**config.mk**
```make
export PLATFORM = sky130hd
export DESIGN_NAME = pipe_skid_reg
export DESIGN_NICKNAME = d
export VERILOG_FILES = /design/src/rtl/pipe_skid_reg_pkg.sv /design/src/rtl/pipe_skid_reg.sv
export SDC_FILE = /design/constraint.sdc
export NUM_CORES = 1
export LEC_CHECK = 0
export CAP_MARGIN = 0
export CORE_MARGIN = 4
export CORE_UTILIZATION = 46
export CTS_BUF_LIST = sky130_fd_sc_hd__clkbuf_8
export DETAILED_ROUTE_END_ITERATION = 8
export GPL_ROUTABILITY_DRIVEN = 1
export PLACE_DENSITY = 0.73
export SLEW_MARGIN = 20
export SYNTH_ARGS = -nofsm -noshare
export SYNTH_HDL_FRONTEND = slang
export SYNTH_SLANG_ARGS = --single-unit
```
**constraint.sdc**
```tcl
create_clock -name clk_i -period 4.7 [get_ports clk_i]
set_input_delay 0.47 -clock clk_i [delete_from_list [all_inputs] [get_ports clk_i]]
set_output_delay 0.47 -clock clk_i [all_outputs]
set_load 0.005 [all_outputs]
```
**src/rtl/pipe_skid_reg_pkg.sv**
```systemverilog
// Shared definitions for the pipeline stage register.
//   - stage occupancy state encoding
//   - default bubble (NOP) payload
//   - stage bundle widths derived from the core width macros
`ifndef XLEN
`define XLEN 32
`endif
`ifndef PC_WIDTH
`define PC_WIDTH 32
`endif
`ifndef INSTR_WIDTH
`define INSTR_WIDTH 32
`endif

package pipe_skid_reg_pkg;

  typedef enum logic [1:0] {
    ST_EMPTY = 2'd0,
    ST_FULL  = 2'd1,
    ST_SKID  = 2'd2
  } skid_state_e;

  localparam int XLEN        = `XLEN;
  localparam int PC_WIDTH    = `PC_WIDTH;
  localparam int INSTR_WIDTH = `INSTR_WIDTH;

  // Per-stage bundle widths: PC + nPC + instr (+ valE) plus a small
  // control/training field.
  localparam int CTRL_WIDTH  = 8;
  localparam int DE_BUNDLE_W = 2 * PC_WIDTH + INSTR_WIDTH + CTRL_WIDTH;
  localparam int EX_BUNDLE_W = 2 * PC_WIDTH + INSTR_WIDTH + XLEN + CTRL_WIDTH;

  localparam int DEF_WIDTH = 64;

  // Bubble payload: all-zero decodes as a NOP throughout the pipe.
  localparam logic [DEF_WIDTH-1:0] NOP_PAYLOAD = '0;

endpackage

```
**src/rtl/pipe_skid_reg.sv**
```systemverilog
// Pipeline stage register with optional two-entry skid buffer.
//
// Ports:
//   clk_i        rising-edge clock
//   rst          asynchronous active-high reset
//   flush_i      synchronous kill; empties the stage, wins over transfers
//   in_valid_i / in_ready_o / in_data_i     upstream handshake
//   out_valid_o / out_ready_i / out_data_o  downstream handshake
//   count_o      occupancy 0..2
//
// state    | meaning
// ---------+-----------------------------------------------
// ST_EMPTY | no payload held, out_data_o = NOP_VALUE
// ST_FULL  | main entry valid and presented
// ST_SKID  | main presented, skid holds next payload (SKID=1)
module pipe_skid_reg
  import pipe_skid_reg_pkg::*;
#(
  parameter int               WIDTH     = DEF_WIDTH,
  parameter logic [WIDTH-1:0] NOP_VALUE = WIDTH'(NOP_PAYLOAD),
  parameter bit               SKID      = 1'b1
) (
  input  logic             clk_i,
  input  logic             rst,
  input  logic             flush_i,
  input  logic             in_valid_i,
  output logic             in_ready_o,
  input  logic [WIDTH-1:0] in_data_i,
  output logic             out_valid_o,
  input  logic             out_ready_i,
  output logic [WIDTH-1:0] out_data_o,
  output logic [1:0]       count_o
);

  skid_state_e      state_q, state_d;
  logic [WIDTH-1:0] main_q, main_d;
  logic [WIDTH-1:0] skid_q, skid_d;
  logic             out_valid_q, out_valid_d;
  logic [1:0]       count_q, count_d;
  logic             in_ready_q, in_ready_d;
  logic             in_fire, out_fire;

  // With the skid buffer, ready is a flop so out_ready_i never reaches
  // in_ready_o combinationally. Without it, ready passes through.
  assign in_ready_o = SKID ? in_ready_q : (!out_valid_q || out_ready_i);

  assign in_fire  = in_valid_i && in_ready_o;
  assign out_fire = out_valid_q && out_ready_i;

  always_comb begin
    state_d = state_q;
    main_d  = main_q;
    skid_d  = skid_q;
    if (flush_i) begin
      state_d = ST_EMPTY;
      main_d  = NOP_VALUE;
      skid_d  = NOP_VALUE;
    end else begin
      case (state_q)
        ST_EMPTY: begin
          if (in_fire) begin
            state_d = ST_FULL;
            main_d  = in_data_i;
          end
        end
        ST_FULL: begin
          if (in_fire && out_fire) begin
            main_d = in_data_i;
          end else if (in_fire) begin
            // Only reachable with SKID=1; SKID=0 ready forbids it.
            state_d = ST_SKID;
            skid_d  = in_data_i;
          end else if (out_fire) begin
            state_d = ST_EMPTY;
            main_d  = NOP_VALUE;
          end
        end
        ST_SKID: begin
          if (out_fire) begin
            state_d = ST_FULL;
            main_d  = skid_q;
            skid_d  = NOP_VALUE;
          end
        end
        default: begin
          state_d = ST_EMPTY;
          main_d  = NOP_VALUE;
          skid_d  = NOP_VALUE;
        end
      endcase
    end
    out_valid_d = (state_d != ST_EMPTY);
    count_d     = {state_d == ST_SKID, state_d == ST_FULL};
    in_ready_d  = (state_d != ST_SKID);
  end

  always_ff @(posedge clk_i or posedge rst) begin
    if (rst) begin
      state_q     <= ST_EMPTY;
      main_q      <= NOP_VALUE;
      skid_q      <= NOP_VALUE;
      out_valid_q <= 1'b0;
      count_q     <= 2'd0;
      in_ready_q  <= 1'b1;
    end else begin
      state_q     <= state_d;
      main_q      <= main_d;
      skid_q      <= skid_d;
      out_valid_q <= out_valid_d;
      count_q     <= count_d;
      in_ready_q  <= in_ready_d;
    end
  end

  assign out_valid_o = out_valid_q;
  assign out_data_o  = main_q;
  assign count_o     = count_q;

endmodule

```
After elaboration in Yosys (flattened, before gate mapping):

Cells that the tools add are included.

* bits in registers: 134
* output and inout bits: 68
* bits of input ports: 69

* mux-type cells: 17
* reductions and logical operators: 7
* equal/unequal tests: 12

Operator list (count)
* 64-bit 2-to-1 mux: 8
* 64-bit one-hot mux with 3 select lines: 2
* 2-bit 2-to-1 mux: 6
* 3-bit != test, second input constant: 4
* 4-bit != test, second input constant: 2
* 4-bit AND reduction: 2
* 2-bit one-hot mux with 3 select lines: 1
* 2-bit by 1-bit == test with 1-bit output, second input constant: 2
* 2-bit == test, second input constant: 2
* 2-bit != test, second input constant: 2
* 1-bit logical AND: 3
* 2-bit logical NOT: 1
* 2-bit nonzero test: 1

Longest topological paths before layout:

Gate-level depths: netlist of run 1.

* depth in word-level cells: 7
* gate-level depth with buffers: 6
* depth with buffers taken out: 4

Worst setup path after synthesis of run 1:

Ideal clock, no wire load.

* path kind: register to register
* start point: reg state_q[0]
* end point: reg main_q[10], in the netlist out_data_o[10]
* path slack: 2.964 ns
* path buffers: 2
* arrival time: 1.659 ns
* clock period less this slack: 1.736 ns
* cell stages (with the launch flop): 7
* cell sequence: dfrtp_1 > buf_4 > and4b_4 > a2111oi_4 > buf_6 > nand2_1 > o21ai_1

* longest elaborated chain between the ends: 3

RTL lines
* start, declared: RTL line pipe_skid_reg.sv:35 `skid_state_e state_q, state_d;`
* start signal, assigned: RTL line pipe_skid_reg.sv:106 `state_q <= state_d;`
* 2-bit by 1-bit == test with 1-bit output (tied with other cells): RTL line pipe_skid_reg.sv:59 `case (state_q)`
* 4-bit != test (no source line) (tied with other cells)
* 4-bit AND reduction (no source line) / 64-bit 2-to-1 mux (equally long branches)
* end signal, assigned: RTL line pipe_skid_reg.sv:107 `main_q <= main_d;`
* end, declared: RTL line pipe_skid_reg.sv:36 `logic [WIDTH-1:0] main_q, main_d;`

Several ways; a longest one is shown, not always the timed one.
A chain may end at the register's enable or synchronous reset.

Worst setup path after layout of run 1:

* start point: in out_ready_i
* end point: reg main_q[16], in the netlist out_data_o[16]

* longest elaborated chain between the ends: 5

RTL lines
* start, declared: RTL line pipe_skid_reg.sv:30 `input logic out_ready_i,`
* 1-bit logical AND (*): RTL line pipe_skid_reg.sv:48 `assign out_fire = out_valid_q && out_ready_i;`
* 1-bit logical AND: RTL line pipe_skid_reg.sv:67 `if (in_fire && out_fire) begin`
* 64-bit 2-to-1 mux: RTL line pipe_skid_reg.sv:67
* 64-bit one-hot mux with 3 select lines: RTL line pipe_skid_reg.sv:59
* 64-bit 2-to-1 mux: RTL line pipe_skid_reg.sv:54 `if (flush_i) begin`

Every way passes the cells marked *; elsewhere a longest branch is shown, timed or not.

==> flow_summary.ini, run 1 <==
[critical_path]
cp.depth = 6
crit_path_max_fanout = 34
crit_required_ns = 5.06
max_stage_delay_ns = 0.80
critPathSlowestCell = a21oi_4
path_cells = clkdlybuf4s50_1 > nand4_1 > a21oi_4 > buf_4 > a22oi_1 > o21ai_1
rr_worst_depth = 5
crit_path_end_kind = register
worstSetupPathType = primary input to register
crit_arrival_ns = 2.90
worst_path_dominant_cell_family = compound AO/OA/AOI/OAI gates
startpoint_type = primary input
cp_num_buf_inv = 2

[yosys]
ys_seq_elements = 134
ys.warnings.count = 0
synth_seq_area_share_pct = 55.54
synthTopCellsByArea = dfrtp_1 55%, mux2i_1 11%, nand2_1 8.0%
synth_area_leader_cell = dfrtp_1
synth_fp_nets = 657
synth_top_cell_area_share_pct = 55.11
syn_area_um2 = 6040
syn_inst = 588
syn_avg_cell_area_um2 = 10.27
yosysUniqueCellTypes = 33

[sta]
whs_ns = 0.4801
clock_skew_ns = 0.009264
hold_viol_final = 0
maxSlewViolCount = 0
rsz0062_at_grt = false
slew_headroom_pct = 28.63
final.setup.tns_ns = 0
period_share_pct = 54.01
period_needed_ns = 2.538
max_freq_mhz = 394.0
tightestPinTransition_ns = 1.067
setup_viol = 0

[grt]
grtUsageTotal_pct = 20.58
overflow = 0
grt_pass1_wl_um = 24180
antenna_found_initial = 0
grt_pass1_vias = 4888
grt_max_degree = 111

[clock_tree]
cts_num_sinks = 134
postCtsSetupBuffers = 0
clk_path_buf_depth = 2
cts_resized = 0
cts-root-buf = clkbuf_8
path_clk_slew_ns = 0.08
clkLatencyLatePin_ns = 0.44
tritoncts = built
htree_levels = 4
cts_buffers = 17
holdBufCountCts = 0

[drt]
drt_iter0_drc = 361
drc = 0
wl_um = 14930
wl_per_cell_um = 16.62
drtPass1Iterations = 5
viasPerCell = 5.244
ant_nets = 0
vias = 4709

[layout]
n_antenna_cell = 0
drive_above_1_share_pct = 9.780
nFillCells = 1115
fin_nets = 782
syn2layout_area_growth_pct = 32.55
fin_area_um2 = 8005

[floorplan]
initial_utilization_pct = 47.47
die-area_um2 = 15030
chipWidth_um = 122.6
core_um2 = 12720
boundaryPins = 137
fp-row-count = 41
die_h_um = 122.6

[job]
maxCapViolations = 0

[power]
power.density_nw_per_um2 = 384.8
p_switching_uw = 837.0
ir_drop_v = 0.0002763
cell_internal_pwr_mw = 2.243
p_seq_share_pct = 43.1
switching_share_pct = 27.17
leakagePower_nw = 3.600
p_clk_share_pct = 37.4
p_comb_share_pct = 19.6

[hold_path]
hold_class = register to register
holdPathStages = 2

[placement]
place_area_um2 = 7527
place_congestion = 0.8049
portBuffers = 136
hpwlAfterDp_um = 9630

[run_status]
status = finished clean
## synthesized netlist by cell type, drive strengths merged
cell     count
dfrtp      133
nand2      129
inv         67
o21ai       65
a22oi       64
mux2i       64
clkbuf      21
buf         20
a21oi        4
a221oi       2
nor2         2
o21a         2
a2111oi      1
a21boi       1
a21o         1
and2         1
and4b        1
and4bb       1
dfstp        1
nand3b       1
nand4        1
nor2b        1
nor3b        1
o21bai       1
o31ai        1
or2b         1
xnor2        1
## path summary, 6_finish.rpt
kind | start | end | slack, ns
max | out_ready_i | out_data_o[16]$_DFFE_PP0P_ | 2.16
min | out_data_o[25]$_DFFE_PP0P_ | out_data_o[25]$_DFFE_PP0P_ | 0.48
max reg2reg | in_ready_o$_DFF_PP1_ | skid_q[38]$_DFFE_PP0P_ | 2.25
min reg2reg | out_data_o[25]$_DFFE_PP0P_ | out_data_o[25]$_DFFE_PP0P_ | 0.48
max in group asynchronous | rst | skid_q[63]$_DFFE_PP0P_ | 3.16
min in group asynchronous | rst | skid_q[62]$_DFFE_PP0P_ | 0.62
## layer usage
metal,vias up,global-route usage (%),wire (µm)
li1,2222,-,-
met1,2313,27.19,6655
met3,17,5.945,934
met4,0,7.278,189
met2,157,32.57,7147
met5,-,0,0
## cell usage in the layout (no fill, tap or decap), types with 2 or more instances in the layout
master	netlist	final
a21oi_1	4	3
a221oi_1	2	2
a22oi_1	64	64
buf_4	1	10
bufinv_16	0	6
clkbuf_8	0	18
clkdlybuf4s50_1	0	136
clkinv_2	0	5
clkinv_4	0	2
dfrtp_1	133	133
inv_1	67	66
mux2i_1	64	64
nand2_1	129	129
nor2_1	2	2
o21a_1	2	2
o21ai_0	5	4
o21ai_1	41	41
o21ai_2	19	19
## worst min-delay path, stage by stage (launching register included)
cell and delay [ns]:
dfrtp_1 0.35, nand2_1 0.06, o21ai_2 0.05
## power by group through the flow
stage | Clock (mW) | Combinational (mW) | Sequential (mW)
after floorplan | 0 | 0.331 | 1.33
after global placement | 0 | 0.591 | 1.34
after detailed placement | 0 | 0.609 | 1.34
after CTS | 1.17 | 0.612 | 1.33
after global routing | 1.21 | 0.660 | 1.34
final | 1.15 | 0.603 | 1.33
## stage by stage
step / cells / power [mW] / setup WS (ns) / util [%]
finish: 898 / 3.080 / 2.162 / 62.92
global route: 898 / 3.210 / 2.051 / 62.92
CTS: 898 / 3.104 / 2.220 / 62.92
detailed placement: 866 / 1.954 / 1.760 / 59.17
global placement: 866 / 1.933 / 1.866 / 59.17
floorplan: 588 / 1.663 / 0.6489 / -
## registers in the layout, indices dropped and copies added, names as in the netlist
signal       count
skid_q          64
out_valid_o      1
out_data_o      64
in_ready_o       1
state_q          2
count_o          2
## final cells by class
class                   instances  area, µm²  area share [%]
clock buffers                  18      247.7           3.095
flip-flops and latches        134       3354           41.90
repair buffers                147       1456           18.19
clock inverters                14      230.2           2.876
multi-input cells             346       2245           28.04
inverters                      67      256.5           3.204
well taps                     172      215.2           2.688
## cell families after synthesis
logic type	synth area share, %
muxes	10.61
AOI/OAI and AO/OA	16.57
and+or+nand+nor	9.261
DFF	55.54
buffers and inverters	7.872
xor gates and xnor gates	0.1450
Note: power is estimated with default switching activity, not from simulation.
==> run 2: changes to the inputs <==
--- a/config.mk
+++ b/config.mk
@@ -11,7 +11,7 @@
 export CTS_BUF_LIST = sky130_fd_sc_hd__clkbuf_8
 export DETAILED_ROUTE_END_ITERATION = 8
 export GPL_ROUTABILITY_DRIVEN = 1
-export PLACE_DENSITY = 0.73
+export PLACE_DENSITY = 0.76
 export SLEW_MARGIN = 20
 export SYNTH_ARGS = -nofsm -noshare
 export SYNTH_HDL_FRONTEND = slang
==> constraint.sdc (replaced) <==
create_clock -name clk_i -period 2.15 [get_ports clk_i]
set_input_delay 0.215 -clock clk_i [delete_from_list [all_inputs] [get_ports clk_i]]
set_output_delay 0.215 -clock clk_i [all_outputs]
set_load 0.005 [all_outputs]
==> flow_summary.ini, run 2 (same netlist as run 1, synthesis figures left out) <==
[grt]
grt_pass1_vias = 5137
met1_usage_pct = 27.05
grtUsageTotal_pct = 21.14
grt_max_degree = 71
grt.busiest_layer = met2
overflow = 0
antenna_found_initial = 0
grt_pass1_wl_um = 24800
use_met3_pct = 6.267
use_met2_pct = 34.08

[power]
p_clk_share_pct = 29.5
p_switching_mw = 1.750
cell_internal_pwr_mw = 4.305
leakagePower_nw = 3.614
power.density_nw_per_um2 = 758.2
p_comb_share_pct = 22.7
ir_drop_v = 0.0003703
p_seq_share_pct = 47.8
switching_share_pct = 28.90

[clock_tree]
tritoncts = built
cts-root-buf = clkbuf_8
cts_num_sinks = 134
htree_levels = 4
path_clk_slew_ns = 0.07
clk_path_buf_depth = 2
clkLatencyLatePin_ns = 0.44
cts_buffers = 17
postCtsSetupBuffers = 0
holdBufCountCts = 0
cts_resized = 0

[placement]
place_area_um2 = 7654
hpwlAfterDp_um = 10160
portBuffers = 136
place_congestion = 0.8361

[critical_path]
endpoint = out_data_o[32]$_DFFE_PP0P_
rr_startpoint = state_q[0]$_DFF_PP0_
crit_path_max_fanout = 26
critPathLaunch = state_q[0]$_DFF_PP0_
startpoint_type = register
critPathSlowestCell = dfrtp_1
crit_path_end_kind = register
rr_worst_depth = 5
crit_arrival_ns = 2.27
path_cells = and4bb_1 > a2111oi_4 > buf_4 > nand2_1 > o21ai_1
r2r_end = out_data_o[32]$_DFFE_PP0P_
max_stage_delay_ns = 0.60
worstSetupPathType = register to register
ff2ff_setup_slack_ns = 0.24
crit_required_ns = 2.51

[layout]
layout_common_cells = 136 x clkdlybuf4s50_1, 133 x dfrtp_1, 129 x nand2_1
final_common_cell = clkdlybuf4s50_1
n_antenna_cell = 0
fin_area_um2 = 7985
syn2layout_area_growth_pct = 32.21
drive_above_1_share_pct = 9.699
fin_nets = 789

[floorplan]
die_h_um = 122.6
chipWidth_um = 122.6
die-area_um2 = 15030
boundaryPins = 137
fp-row-count = 41
initial_utilization_pct = 47.47
core_um2 = 12720

[drt]
viasPerCell = 5.272
wl_per_cell_um = 16.75
drc = 0
ant_nets = 0
wl_um = 15140
drtPass1Iterations = 5
drt_iter0_drc = 322
vias = 4766

[run_status]
status = finished clean

[sta]
period_share_pct = 88.67
period_needed_ns = 1.906
hold_viol_final = 0
slew_headroom_pct = 72.01
rsz0062_at_grt = false
setup_viol = 0
clock_skew_ns = 0.009490
tightestPinTransition_ns = 0.4198
final.setup.tns_ns = 0
maxSlewViolCount = 0
max_freq_mhz = 524.5

[job]
maxCapViolations = 0

[hold_path]
hold_class = primary input to asynchronous set/reset pin
run 2: cell count changes in the layout (fill, tap and decap cells not counted), sizes merged:
cell and delta:
inv +5, buf +7, bufinv -6, clkinv -3, clkbuf +3
run 2: critical path: cells and delay by family (launching register included):
family / cells / cell delay, ns
flops: 1 / 0.60
buf+inv: 1 / 0.35
simple gates: 2 / 0.42
compound gates: 2 / 0.44
run 2: layer usage:
metal  wire length, µm  vias to the layer above
met4               300                        0
met3               986                       25
li1                  -                     2233
met1              6700                     2351
met2              7153                      157
met5                 0                        -
run 2: power groups by stage:
stage | Combinational (mW) | Sequential (mW) | Clock, mW
floorplan | 0.724 | 2.91 | 0
global placement | 1.35 | 2.93 | 0
detailed placement | 1.39 | 2.94 | 0
CTS | 1.39 | 2.89 | 1.82
global route | 1.50 | 2.92 | 1.94
finish | 1.38 | 2.90 | 1.78
run 2: worst min path at each step:
stage,from,endpoint
3_5_place_dp,out_data_o[24]$_DFFE_PP0P_,out_data_o[24]$_DFFE_PP0P_
3_3_place_gp,out_data_o[43]$_DFFE_PP0P_,out_data_o[43]$_DFFE_PP0P_
6_report,rst,out_data_o[18]$_DFFE_PP0P_
5_1_grt,rst,out_data_o[18]$_DFFE_PP0P_
4_1_cts,rst,out_data_o[18]$_DFFE_PP0P_
2_1_floorplan,flush_i,out_valid_o$_DFF_PP0_
run 2: area by class of cell:
cell class,count,area [µm²]
Fill cell,1062,4737
Sequential cell,134,3354
Multi-Input combinational cell,346,2245
Timing Repair Buffer,154,1584
Clock buffer,21,289.0
Inverter,67,255.2
Tap cell,172,215.2
Clock inverter,10,42.54
run 2: stage by stage:
stage | utilization (%) | hold slack, ns | setup WS, ns | power [mW] | cells
global placement | 60.16 | 0.4598 | 0.1989 | 4.279 | 873
detailed placement | 60.16 | 0.4673 | 0.08641 | 4.328 | 873
finish | 62.77 | 0.1067 | 0.2435 | 6.055 | 904
global route | 62.77 | 0.1016 | 0.09098 | 6.364 | 904
CTS | 62.77 | 0.09340 | 0.2381 | 6.111 | 904
floorplan | - | 0.2781 | 0.2706 | 3.635 | 588
==> run 3: changes to the inputs <==
--- a/config.mk
+++ b/config.mk
@@ -6,12 +6,12 @@
 export NUM_CORES = 1
 export LEC_CHECK = 0
 export CAP_MARGIN = 0
-export CORE_MARGIN = 4
 export CORE_UTILIZATION = 46
 export CTS_BUF_LIST = sky130_fd_sc_hd__clkbuf_8
 export DETAILED_ROUTE_END_ITERATION = 8
+export DONT_BUFFER_PORTS = 1
 export GPL_ROUTABILITY_DRIVEN = 1
-export PLACE_DENSITY = 0.76
+export PLACE_DENSITY = 0.62
 export SLEW_MARGIN = 20
 export SYNTH_ARGS = -nofsm -noshare
 export SYNTH_HDL_FRONTEND = slang
==> flow_summary.ini, run 3 (same netlist as run 1, synthesis figures left out) <==
[run_status]
status = finished clean

[power]
power.density_nw_per_um2 = 821.9
ir_drop_v = 0.0005350
leakagePower_nw = 3.390
finalPower_mw = 6.025

[clock_tree]
clkLatencyLatePin_ns = 0.45
cts_buffers = 17
path_clk_slew_ns = 0.07
cts_num_sinks = 134
htree_levels = 4
cts-root-buf = clkbuf_8
clk_path_buf_depth = 2
tritoncts = built
cts_resized = 0

[layout]
syn2layout_area_growth_pct = 21.38
fin_nets = 716
post_layout_nonfiller_instances = 832
register_area_um2 = 3354
multi_input_area_um2 = 2245
layout_common_cells = 133 x dfrtp_1, 129 x nand2_1, 68 x inv_1
n_antenna_cell = 0
drive_above_1_share_pct = 10.91
nFillCells = 1115
final_common_cell = dfrtp_1

[placement]
placed_cells = 733
place_congestion = 0.8031
portBuffers = 0
hpwlAfterDp_um = 8780

[grt]
grt_pass1_wl_um = 23200
grt_max_degree = 65
antenna_found_initial = 0
grt_pass1_vias = 4666
grtUsageTotal_pct = 22.34
overflow = 0

[critical_path]
crit_path_max_fanout = 29
startpoint_type = register
worst_path_dominant_cell_family = flip-flops
cp_num_buf_inv = 1
crit_required_ns = 2.49
crit_path_end_kind = register
path_cells = and4bb_1 > a2111oi_4 > buf_4 > nand2_1 > o21ai_0
max_stage_delay_ns = 0.55
crit_arrival_ns = 2.27
worstSetupPathType = register to register
critPathSlowestCell = dfrtp_1

[floorplan]
chipWidth_um = 116.6
die-area_um2 = 13590
initial_utilization_pct = 47.47
fp-row-count = 41
core_um2 = 12720
die_h_um = 116.6
boundaryPins = 137

[sta]
slew_headroom_pct = 62.75
tightestPinTransition_ns = 0.5575
max_freq_mhz = 517.7
hold_viol_final = 0
setup_viol = 0
period_needed_ns = 1.932
final.setup.tns_ns = 0
clock_skew_ns = 0.01093
rsz0062_at_grt = false
period_share_pct = 89.84
maxSlewViolCount = 0

[drt]
viasPerCell = 5.393
vias = 4487
wl_per_cell_um = 17.30
wl_um = 14400
drt_iter0_drc = 273
drc = 0
ant_nets = 0
drtPass1Iterations = 5

[hold_path]
hold_class = primary input to register

[job]
maxCapViolations = 0
run 3: layout make-up:
type	instances	share of cell area [%]
clock buffer	20	3.755
clock inverter	12	1.502
inverter	67	3.482
multi-input combinational	346	30.62
sequential	134	45.76
tap	172	2.936
timing repair buffer	81	11.95
run 3: stage by stage:
stage / instance area [µm²] / worst slack, ns / util (%) / hold WS, ns
floorplan: 6043 / 0.2706 / - / 0.2781
global placement: 6275 / 0.3306 / 49.32 / 0.1512
detailed placement: 6275 / 0.2334 / 49.32 / 0.1727
CTS: 7331 / 0.2095 / 57.62 / 0.0003559
global route: 7331 / 0.08952 / 57.62 / 0.006582
finish: 7331 / 0.2184 / 57.62 / 0.01213
run 3: power breakdown:
group / internal [mW] / switching (mW) / total (mW)
Combinational: 0.426 / 0.623 / 1.05
Clock: 1.10 / 0.948 / 2.05
Sequential: 2.75 / 0.182 / 2.93
Total: 4.27 / 1.75 / 6.02
run 3: worst paths after layout:
kind | cells past startpoint | slack, ns | endpoint | from
worst min-delay path | 2 | 0.01 | out_data_o[43]$_DFFE_PP0P_ | in_data_i[43]
worst max-delay path | 5 | 0.22 | out_data_o[46]$_DFFE_PP0P_ | state_q[0]$_DFF_PP0_
worst max register to register | 5 | 0.22 | out_data_o[46]$_DFFE_PP0P_ | state_q[0]$_DFF_PP0_
max in group asynchronous | 3 | 1.12 | in_ready_o$_DFF_PP1_ | rst
min in group asynchronous | 2 | 0.32 | skid_q[48]$_DFFE_PP0P_ | rst
worst min register to register | 2 | 0.51 | out_data_o[38]$_DFFE_PP0P_ | out_data_o[38]$_DFFE_PP0P_
run 3: timing repair:
| item | CTS | global route |
|---|---|---|
| hold endpoints to repair | 150 | 0 |
| hold buffers | 67 | 0 |
| setup buffers | 0 | 0 |
run 3: per-layer routing:
metal	part of all wire (%)	global-route usage (%)	wire length, µm	vias to the layer above
li1	-	-	-	2090
met1	42	26.42	6084	2226
met2	49	37.59	7004	148
met3	7.6	7.836	1089	23
met4	1.5	8.186	218	0
met5	0	0	0	-
